--- config.mk ---
export PLATFORM = sky130hd
export DESIGN_NAME = cla_multiword_sequencer_flat
export DESIGN_NICKNAME = d
export VERILOG_FILES = /design/src/rtl/cla_multiword_sequencer_if.sv /design/src/rtl/cla_multiword_sequencer.sv /design/src/flat_wrapper.sv
export SDC_FILE = /design/constraint.sdc
export NUM_CORES = 1
export LEC_CHECK = 0
export CORE_UTILIZATION = 30
export CTS_CLUSTER_DIAMETER = 80
export DETAILED_ROUTE_END_ITERATION = 10
export PLACE_DENSITY = 0.54
export SETUP_SLACK_MARGIN = 0.15
export SLEW_MARGIN = 30
export SYNTH_ARGS = -nofsm -noshare
export SYNTH_HDL_FRONTEND = slang
export SYNTH_SLANG_ARGS = --single-unit
--- constraint.sdc ---
create_clock -name clk -period 3.68 [get_ports clk]
set_input_delay 0.736 -clock clk [delete_from_list [all_inputs] [get_ports clk]]
set_output_delay 0.736 -clock clk [all_outputs]
set_load 0.01 [all_outputs]
--- src/rtl/cla_multiword_sequencer_if.sv ---
// Bundle of operand, adder-drive and result signals for the multiword add/sub sequencer.
// Both in_* and out_* are valid/ready: a transfer happens on a rising edge where valid && ready; the
// source holds valid and its payload stable until then, and ready never depends on valid.
interface cla_multiword_sequencer_if #(
  parameter int DATA  = 32,
  parameter int WORDS = 4
);
  localparam int W = DATA * WORDS;

  logic            in_valid;
  logic            in_ready;
  logic [W-1:0]    in_a;
  logic [W-1:0]    in_b;
  logic            in_cin;
  logic            in_sub;
  logic [DATA-1:0] add_a;
  logic [DATA-1:0] add_b;
  logic            add_cin;
  logic [DATA-1:0] add_sum;
  logic            add_cout;
  logic            out_valid;
  logic            out_ready;
  logic [W-1:0]    out_sum;
  logic            out_cout;
  logic            out_ovf;

  modport master (
    output in_valid, in_a, in_b, in_cin, in_sub, add_sum, add_cout, out_ready,
    input  in_ready, add_a, add_b, add_cin, out_valid, out_sum, out_cout, out_ovf
  );

  modport slave (
    input  in_valid, in_a, in_b, in_cin, in_sub, add_sum, add_cout, out_ready,
    output in_ready, add_a, add_b, add_cin, out_valid, out_sum, out_cout, out_ovf
  );
endinterface

--- src/rtl/cla_multiword_sequencer.sv ---
// Iterates a wide add/sub through an external DATA-bit adder, one chunk per cycle, LSB chunk first,
// chaining the carry through carry_reg.
module cla_multiword_sequencer #(
  parameter int DATA  = 32,
  parameter int WORDS = 4
) (
  input  logic                    clk,
  input  logic                    rst_n,
  cla_multiword_sequencer_if.slave bus,
  output logic [1:0]              dbg_state
);
  localparam int W     = DATA * WORDS;
  localparam int IDX_W = (WORDS > 1) ? $clog2(WORDS) : 1;
  localparam logic [IDX_W-1:0] LAST_IDX = IDX_W'(WORDS - 1);

  typedef enum logic [1:0] {
    IDLE = 2'd0,
    RUN  = 2'd1,
    DONE = 2'd2
  } state_t;

  state_t           state;
  state_t           state_next;
  logic [W-1:0]     a_reg;
  logic [W-1:0]     b_reg;
  logic [W-1:0]     sum_reg;
  logic             carry_reg;
  logic             cout_reg;
  logic             ovf_reg;
  logic [IDX_W-1:0] idx;
  logic             accept;
  logic             last_chunk;
  logic             ovf_next;

  assign accept     = (state == IDLE) && bus.in_valid;
  assign last_chunk = (state == RUN) && (idx == LAST_IDX);
  // The top result bit is still on the adder output during the final chunk, so overflow is latched then.
  assign ovf_next   = (a_reg[W-1] == b_reg[W-1]) && (bus.add_sum[DATA-1] != a_reg[W-1]);

  assign bus.out_sum  = sum_reg;
  assign bus.out_cout = cout_reg;
  assign bus.out_ovf  = ovf_reg;
  assign dbg_state    = state;

  always_ff @(posedge clk or negedge rst_n) begin
    if (!rst_n) begin
      state <= IDLE;
    end else begin
      state <= state_next;
    end
  end

  always_comb begin
    state_next    = state;
    bus.in_ready  = 1'b0;
    bus.out_valid = 1'b0;
    bus.add_a     = '0;
    bus.add_b     = '0;
    bus.add_cin   = 1'b0;
    case (state)
      IDLE: begin
        bus.in_ready = 1'b1;
        if (bus.in_valid) state_next = RUN;
      end
      RUN: begin
        bus.add_a   = a_reg[idx*DATA +: DATA];
        bus.add_b   = b_reg[idx*DATA +: DATA];
        bus.add_cin = carry_reg;
        if (idx == LAST_IDX) state_next = DONE;
      end
      DONE: begin
        bus.out_valid = 1'b1;
        if (bus.out_ready) state_next = IDLE;
      end
      default: state_next = IDLE;
    endcase
  end

  always_ff @(posedge clk or negedge rst_n) begin
    if (!rst_n) begin
      a_reg     <= '0;
      b_reg     <= '0;
      sum_reg   <= '0;
      carry_reg <= 1'b0;
      cout_reg  <= 1'b0;
      ovf_reg   <= 1'b0;
      idx       <= '0;
    end else if (accept) begin
      // Subtraction is A + ~B + 1, so the inverted B and forced carry-in are stored up front.
      a_reg     <= bus.in_a;
      b_reg     <= bus.in_sub ? ~bus.in_b : bus.in_b;
      carry_reg <= bus.in_sub | bus.in_cin;
      idx       <= '0;
    end else if (state == RUN) begin
      sum_reg[idx*DATA +: DATA] <= bus.add_sum;
      carry_reg                 <= bus.add_cout;
      if (last_chunk) begin
        cout_reg <= bus.add_cout;
        ovf_reg  <= ovf_next;
      end else begin
        idx <= idx + 1'b1;
      end
    end
  end
endmodule
--- src/flat_wrapper.sv ---
// flat-port wrapper written by rule: the top's interface ports become plain ports
module cla_multiword_sequencer_flat 
#(
  parameter int DATA  = 32,
  parameter int WORDS = 4
)
  (clk, rst_n, dbg_state, bus_in_valid, bus_in_a, bus_in_b, bus_in_cin, bus_in_sub, bus_add_sum, bus_add_cout, bus_out_ready, bus_in_ready, bus_add_a, bus_add_b, bus_add_cin, bus_out_valid, bus_out_sum, bus_out_cout, bus_out_ovf);
  cla_multiword_sequencer_if #(.DATA(DATA), .WORDS(WORDS)) bus_i ();
  input  logic clk;
  input  logic rst_n;
  output logic [1:0] dbg_state;
  input wire logic [$bits(bus_i.in_valid)-1:0] bus_in_valid;
  input wire logic [$bits(bus_i.in_a)-1:0] bus_in_a;
  input wire logic [$bits(bus_i.in_b)-1:0] bus_in_b;
  input wire logic [$bits(bus_i.in_cin)-1:0] bus_in_cin;
  input wire logic [$bits(bus_i.in_sub)-1:0] bus_in_sub;
  input wire logic [$bits(bus_i.add_sum)-1:0] bus_add_sum;
  input wire logic [$bits(bus_i.add_cout)-1:0] bus_add_cout;
  input wire logic [$bits(bus_i.out_ready)-1:0] bus_out_ready;
  output wire logic [$bits(bus_i.in_ready)-1:0] bus_in_ready;
  output wire logic [$bits(bus_i.add_a)-1:0] bus_add_a;
  output wire logic [$bits(bus_i.add_b)-1:0] bus_add_b;
  output wire logic [$bits(bus_i.add_cin)-1:0] bus_add_cin;
  output wire logic [$bits(bus_i.out_valid)-1:0] bus_out_valid;
  output wire logic [$bits(bus_i.out_sum)-1:0] bus_out_sum;
  output wire logic [$bits(bus_i.out_cout)-1:0] bus_out_cout;
  output wire logic [$bits(bus_i.out_ovf)-1:0] bus_out_ovf;
  assign bus_i.in_valid = bus_in_valid;
  assign bus_i.in_a = bus_in_a;
  assign bus_i.in_b = bus_in_b;
  assign bus_i.in_cin = bus_in_cin;
  assign bus_i.in_sub = bus_in_sub;
  assign bus_i.add_sum = bus_add_sum;
  assign bus_i.add_cout = bus_add_cout;
  assign bus_i.out_ready = bus_out_ready;
  assign bus_in_ready = bus_i.in_ready;
  assign bus_add_a = bus_i.add_a;
  assign bus_add_b = bus_i.add_b;
  assign bus_add_cin = bus_i.add_cin;
  assign bus_out_valid = bus_i.out_valid;
  assign bus_out_sum = bus_i.out_sum;
  assign bus_out_cout = bus_i.out_cout;
  assign bus_out_ovf = bus_i.out_ovf;
  cla_multiword_sequencer #(.DATA(DATA), .WORDS(WORDS)) u_core (.clk(clk), .rst_n(rst_n), .bus(bus_i), .dbg_state(dbg_state));
endmodule
==> summary.md, run 1 <==
| Metric | Value |
|---|---|
| Switch Pwr | between 7 and 8 mW |
| Peak VDD IR | 477 uV |
| Cts bufs inserted | 45 |
| Design area | about 25000 um2 |
| Global-route wire length before repair | between 80000 and 90000 um |
| CP required | about 3000 ps |
| Syn Nets | roughly 2000 |
| Fin. max-slew vios | 0 |
| Final antenna-violating net count | 0 |
| Post-CTS setup buffers | 4 |
| Slew @ Worst Pin | approximately 840 ps |
| Vias per cell | around 4.6 |
| Vias | 13555 |
| PwrDens | around 840 nW/um2 |
| Die H | about 250 um |
| # DRC | 0 |
| Sequential power share | between 30% and 40% |
| Fmax | ~300 MHz |
| Routability Congestion | between 0.8 and 0.9 |
| Fin crit share | 91.2% |
| Syn Inst Count | approximately 1700 |
| Worst Slack Setup Final | about 320 ps |
| Max Cap Viol | 0 |
| Mean Syn Cell Area | about 10 um2 |
| Iteration-0 DRC Markers | about 650 |
| TritonRoute pass-1 iters | 5 |
| Slowest stage delay, CP | 690 ps |
| CTS tree | yes |
| Share of cells above drive strength 1 | 8.11% |
| Hpwl dp | 37600 um |
| Clock Latency Late Sink | roughly 570 ps |
| Post-cts repair resize count | 0 |
| Critical Path Source | u_core.idx[1] |
| Synthesized area | 17700 um2 |
| # hold bufs at CTS | 0 |
| Cell-internal power | 13.7 mW |
| Die ar. | 60100 um2 |
| Setup CP Type | reg2out |
| Tmin final | 3360 ps |
| Hold Violations, Final | 0 |
| Clock slew at reported path FFs | 60 ps |
| Cell variety after synth | 30 |
| H-tree levels | 2 |
| Crit-path max FO | 18 |
| Initial antenna violation count | 6 |
| Fraction of power spent switching nets | a little over a third |
| Unrepaired setup endpoints after global routing | false |
| Post-place instance area | approximately 23000 um2 |
| Net count reported at finish | roughly 2500 |
| Status | finished, final reports clean |
| Clock Path Buffers | 3 |
| Setup TNS | 0 ps |
| WL/cell | 18.4 um |
| Largest net degree at the start of global routing | between 100 and 150 |
| HP Class | in2async |
| Yosys warns | 0 |
| IO Port Bufs | 493 |
| Leak pwr | between 10 and 15 nW |
| RR Startpoint | u_core.idx[1] |
| Sequential area share after synthesis | 55.1% |
| Clock Skews | 19.1 ps |
| Power share of the combinational group | between 40% and 50% |
| Tot GR Track Use | about 18% |
| Clk pwr share | between 20% and 30% |
| Worst rel slew slack | 44.1% |
| Root buffer cell | clkbuf_16 |
| Detailed Route WL | about 54000 um |
| Critical path's slowest cell | dfrtp_4 |
| Placement Rows | 88 |
| Area delta synth->final | 40.3% |
| Sink Count | 391 |
| Worst EP arrival | ~2600 ps |
| Starting density of the core | 30.6% |
| Core Area | a little under 60000 um2 |
| CP Cell Sequence | buf_4 > mux4_2 > nor2b_1 > clkdlybuf4s50_1 |
| CP Launch Type | flop |
| Number of global-route vias before repair | between 10000 and 15000 |
| GRT overflow | 0 |
| Num ports | 494 |
| Setup crit end kind | primary output |
| Worst slack at placement | ~660 ps |
| Flops & latches, synth | 391 |
| Die W | 245 um |
| Final setup violating endpoints | 0 |
==> final timing paths <==
path | cells past startpoint | slack (ps) | endpoint
max | 4 | 320 | bus_add_b[22]
min | 1 | 190 | u_core.a_reg[106]
max reg2reg | 7 | 1100 | u_core.bus.out_sum[109]
min reg2reg | 2 | 470 | u_core.a_reg[66]
max in group asynchronous | 2 | 2370 | u_core.a_reg[90]
min in group clk | 2 | 470 | u_core.a_reg[66]
==> Yosys cell counts (all sizes together) <==
cell / instances / area share (%)
a22o: 64 / 3.2
mux4: 64 / 8.1
nand3b: 4 / 0.17
o211ai: 1 / 0.042
dfrtp: 391 / 55
nor4b: 1 / 0.085
nand2b: 2 / 0.071
nor4bb: 1 / 0.056
nor2: 5 / 0.11
and3b: 1 / 0.049
o21ai: 198 / 5.6
nor3b: 2 / 0.085
ha: 5 / 0.35
or2: 1 / 0.035
nand2: 643 / 14
clkbuf: 57 / 1.2
buf: 71 / 3.1
xnor2: 129 / 6.4
nand4bb: 1 / 0.063
nor4: 1 / 0.071
inv: 5 / 0.11
nand3: 1 / 0.028
or3b: 1 / 0.049
nor2b: 64 / 2.3
a21oi: 2 / 0.056
==> routing by layer <==
metal	vias up	global-route usage (%)	part of all wire (%)
met2	369	29.9	49
met5	-	0	0.024
met3	66	4.07	6.3
met1	6593	23.2	43
met4	2	5.59	2.1
li1	6525	-	-
==> power groups by stage <==
| stage | registers [mW] | clock network, mW | logic, mW |
|---|---|---|---|
| global placement | 7.59 | 0 | 8.84 |
| detailed placement | 7.62 | 0 | 8.95 |
| CTS | 7.48 | 4.60 | 9.18 |
| floorplan | 7.35 | 0 | 5.02 |
| finish | 7.47 | 4.46 | 9.00 |
| global route | 7.72 | 4.76 | 9.90 |
==> through the flow <==
stage                     power [mW]  instances  util [%]  hold WS, ps
after CTS                       21.3       2959      42.9          205
after floorplan                 12.4       1715         -          440
after global routing            22.4       2964      42.9          237
final                           20.9       2965      42.9          194
after detailed placement        16.6       2876      40.2          457
after global placement          16.4       2876      40.2          453
==> cell families after synthesis <==
group,Yosys count,synth area share (%)
compound gates,265,8.84
xor+xnor,129,6.37
fa+ha+maj,5,0.353
buf+inv,133,4.44
flops,391,55.1
mux,64,8.12
simple gates,728,16.7
==> critical path, delay by kind of cell, from the launching register on <==
family / cells / cell delay (ps)
AND/OR/NAND/NOR: 1 / 140
buffers and inverters: 2 / 870
flip-flops: 1 / 690
multiplexers: 1 / 330
==> placed cells by master (no fill, tap or decap), types with 8 or more instances in the layout <==
cell type	instances
nand2_1	643
buf_12	17
nor2b_1	64
clkbuf_16	45
clkbuf_1	12
clkdlybuf4s50_1	491
dfrtp_1	389
mux4_2	64
o21ai_1	116
o21ai_0	82
xnor2_1	129
clkbuf_8	8
buf_4	17
a22o_1	64
==> area by class of cell <==
type,instances,area [um2]
clock inverters,14,178
flip-flops and latches,391,9790
diodes,6,15.0
inverters,5,18.8
fillers,5562,33100
repair buffers,528,5440
well taps,765,957
multi-input cells,1191,7220
clock buffers,65,1280
(Power assumes the default switching activity.)
==> inputs of run 2 (changes only) <==
- SLEW_MARGIN: 30 -> not set
==> results of run 2 <==
Same layout as run 1: the final DEF is identical, and so are final timing and power.
==> inputs of run 3 (changes only) <==
- CTS_BUF_LIST: not set -> sky130_fd_sc_hd__clkbuf_8
==> run 3 against run 2 <==
  * Maximum frequency up 1.5%
  * First-iteration DRC count is 7.8% lower
  * Sequential share of layout area down 0.24 points
  * Sequential power is essentially flat
  * Combinational power increased by 2%
  * Non-clock buffer count grew 5
  * Worst setup slack better by 50 ps
  * Global-route usage is 0.23 points higher
  * Sequential cell count unchanged
  * Register-to-register slack improved by 30 ps
  * Die area unchanged
==> summary.md, run 3 (synthesis results as in run 1) <==
| Metric | Value |
|---|---|
| CP required | just under 3000 ps |
| Clock Path Buffers | 3 |
| Core Area | ~58000 um2 |
| Share of cells above drive strength 1 | 10.2% |
| Iteration-0 DRC Markers | 601 |
| Sink Count | roughly 390 |
| Die H | 245 um |
| Leak pwr | between 10 and 15 nW |
| Fin crit share | between 80% and 90% |
| Setup crit end kind | primary output |
| Unrepaired setup endpoints after global routing | false |
| Total power | 21.0 mW |
| Cts bufs inserted | 73 |
| Clock Skews | about 27 ps |
| CP Cell Sequence | buf_12 > buf_12 > mux4_2 > nor2b_1 > clkdlybuf4s50_1 |
| Tmin final | ~3300 ps |
| Fin. max-slew vios | 0 |
| Clock Latency Late Sink | about 630 ps |
| Max Cap Viol | 0 |
| HP Class | in2async |
| Worst hold margin | about 150 ps |
| Fin cells | 3019 |
| Number of global-route vias before repair | about 14000 |
| Post-Route Utilization | 43.2% |
| Worst Slack Setup Final | 372 ps |
| Placed cell count | roughly 2900 |
| CTS tree | yes |
| Root buffer cell | clkbuf_8 |
| Die W | 245 um |
| Hpwl dp | between 30000 and 40000 um |
| Area delta synth->final | 41.2% |
| Final setup violating endpoints | 0 |
| Crit-path max FO | 18 |
| Worst rel slew slack | 43.9% |
| Vias | 13738 |
| Clock slew at reported path FFs | around 60 ps |
| Final antenna-violating net count | 0 |
| FF-to-FF End | u_core.bus.out_sum[109] |
| Fillers | between 5000 and 6000 |
| Starting density of the core | 30.6% |
| Net count reported at finish | approximately 2500 |
| Slew @ Worst Pin | about 840 ps |
| Leading cell types in the layout, fill and taps excluded | nand2_1 (643), clkdlybuf4s50_1 (491), dfrtp_1 (387) |
| Die ar. | 60100 um2 |
| Setup CP Type | reg2out |
| Global-route wire length before repair | 84600 um |
| Routability Congestion | just over 0.8 |
| Peak VDD IR | approximately 420 uV |
| H-tree levels | 3 |
| Tot GR Track Use | a little under a fifth |
| GRT overflow | 0 |
| Fmax | a little over 300 MHz |
| Slowest stage delay, CP | 530 ps |
| Status | finished, final reports clean |
| IO Port Bufs | just under 500 |
| Initial antenna violation count | 7 |
| TritonRoute pass-1 iters | 5 |
| WL/cell | between 15 and 20 um |
| Setup TNS | 0 ps |
| Worst slack at placement | roughly 660 ps |
| Worst EP arrival | roughly 2600 ps |
| CP Launch Type | flop |
| RR Startpoint | u_core.idx[0] |
| Design area | 25100 um2 |
| Detailed Route WL | roughly 55000 um |
| CP dominant cell by count | buf_12 |
| Most common cell after layout, fill and taps aside | nand2_1 |
| Hold Violations, Final | 0 |
| # hold bufs at CTS | 0 |
| Placement Rows | 88 |
| Post-place instance area | between 20000 and 25000 um2 |
| # DRC | 0 |
| PwrDens | 836 nW/um2 |
| Num ports | ~490 |
| Sequential cell area | approximately 10000 um2 |
| Vias per cell | 4.55 |
| Reg2reg path depth | 8 |
| Largest net degree at the start of global routing | 132 |
| Area of the multi-input gates | about 7200 um2 |
| Critical path's slowest cell | clkdlybuf4s50_1 |
| R2R setup slack | ~1100 ps |
==> run 3: cell count changes in the layout (fill, tap and decap cells not counted), sizes merged <==
| cell | delta |
|---|---|
| buf | +5 |
| inv | +15 |
| clkinvlp | +2 |
| bufinv | -1 |
| clkbuf | +31 |
| diode | +1 |
| nand2b | +1 |
==> run 3: repair_timing <==
| item | CTS | global route |
|---|---|---|
| setup endpoints to repair | 59 | 9 |
| setup buffers | 9 | 0 |
| hold endpoints to repair | 0 | 0 |
| pin swaps | 0 | 0 |
| cloned | 0 | 1 |
| resized for setup | 0 | 2 |
==> run 3: worst max path at each step <==
stage | from | end | slack (ps) | depth (start not counted)
finish | u_core.idx[0] | bus_add_b[2] | 370 | 5
global route | u_core.dbg_state[1] | bus_add_b[8] | 220 | 4
CTS | u_core.dbg_state[0] | bus_add_a[13] | 170 | 4
detailed placement | u_core.idx[0] | bus_add_b[13] | 660 | 4
global placement | u_core.idx[0] | bus_add_b[13] | 670 | 4
floorplan | u_core.idx[1] | u_core.bus.out_sum[100] | 1350 | 8
==> run 3: critical path, delay by kind of cell, from the launching register on <==
family        cells  cell delay [ps]
mux               1              510
flops             1              420
buf+inv           3              850
simple gates      1              140
==> run 3: cell type report <==
cell class / instances / area share, %
Clock buffer: 96 / 5.27
Multi-Input combinational cell: 1192 / 28.9
Tap cell: 765 / 3.82
Sequential cell: 391 / 39.1
Antenna cell: 7 / 0.0699
Clock inverter: 30 / 0.819
Inverter: 5 / 0.0749
Timing Repair Buffer: 533 / 22.0
==> run 3: where the power goes <==
part,internal [mW],leakage (nW),switching (mW)
Clock,2.48,0.846,1.88
Sequential,6.27,5.02,1.18
Combinational,4.84,5.08,4.31
==> run 3: per-layer routing <==
layer	track usage [%]	part of all wire [%]	up-vias
li1	-	-	6607
met1	23.2	42	6659
met2	29.9	49	406
met3	4.99	6.7	64
met4	5.72	1.9	2
met5	0	0.023	-
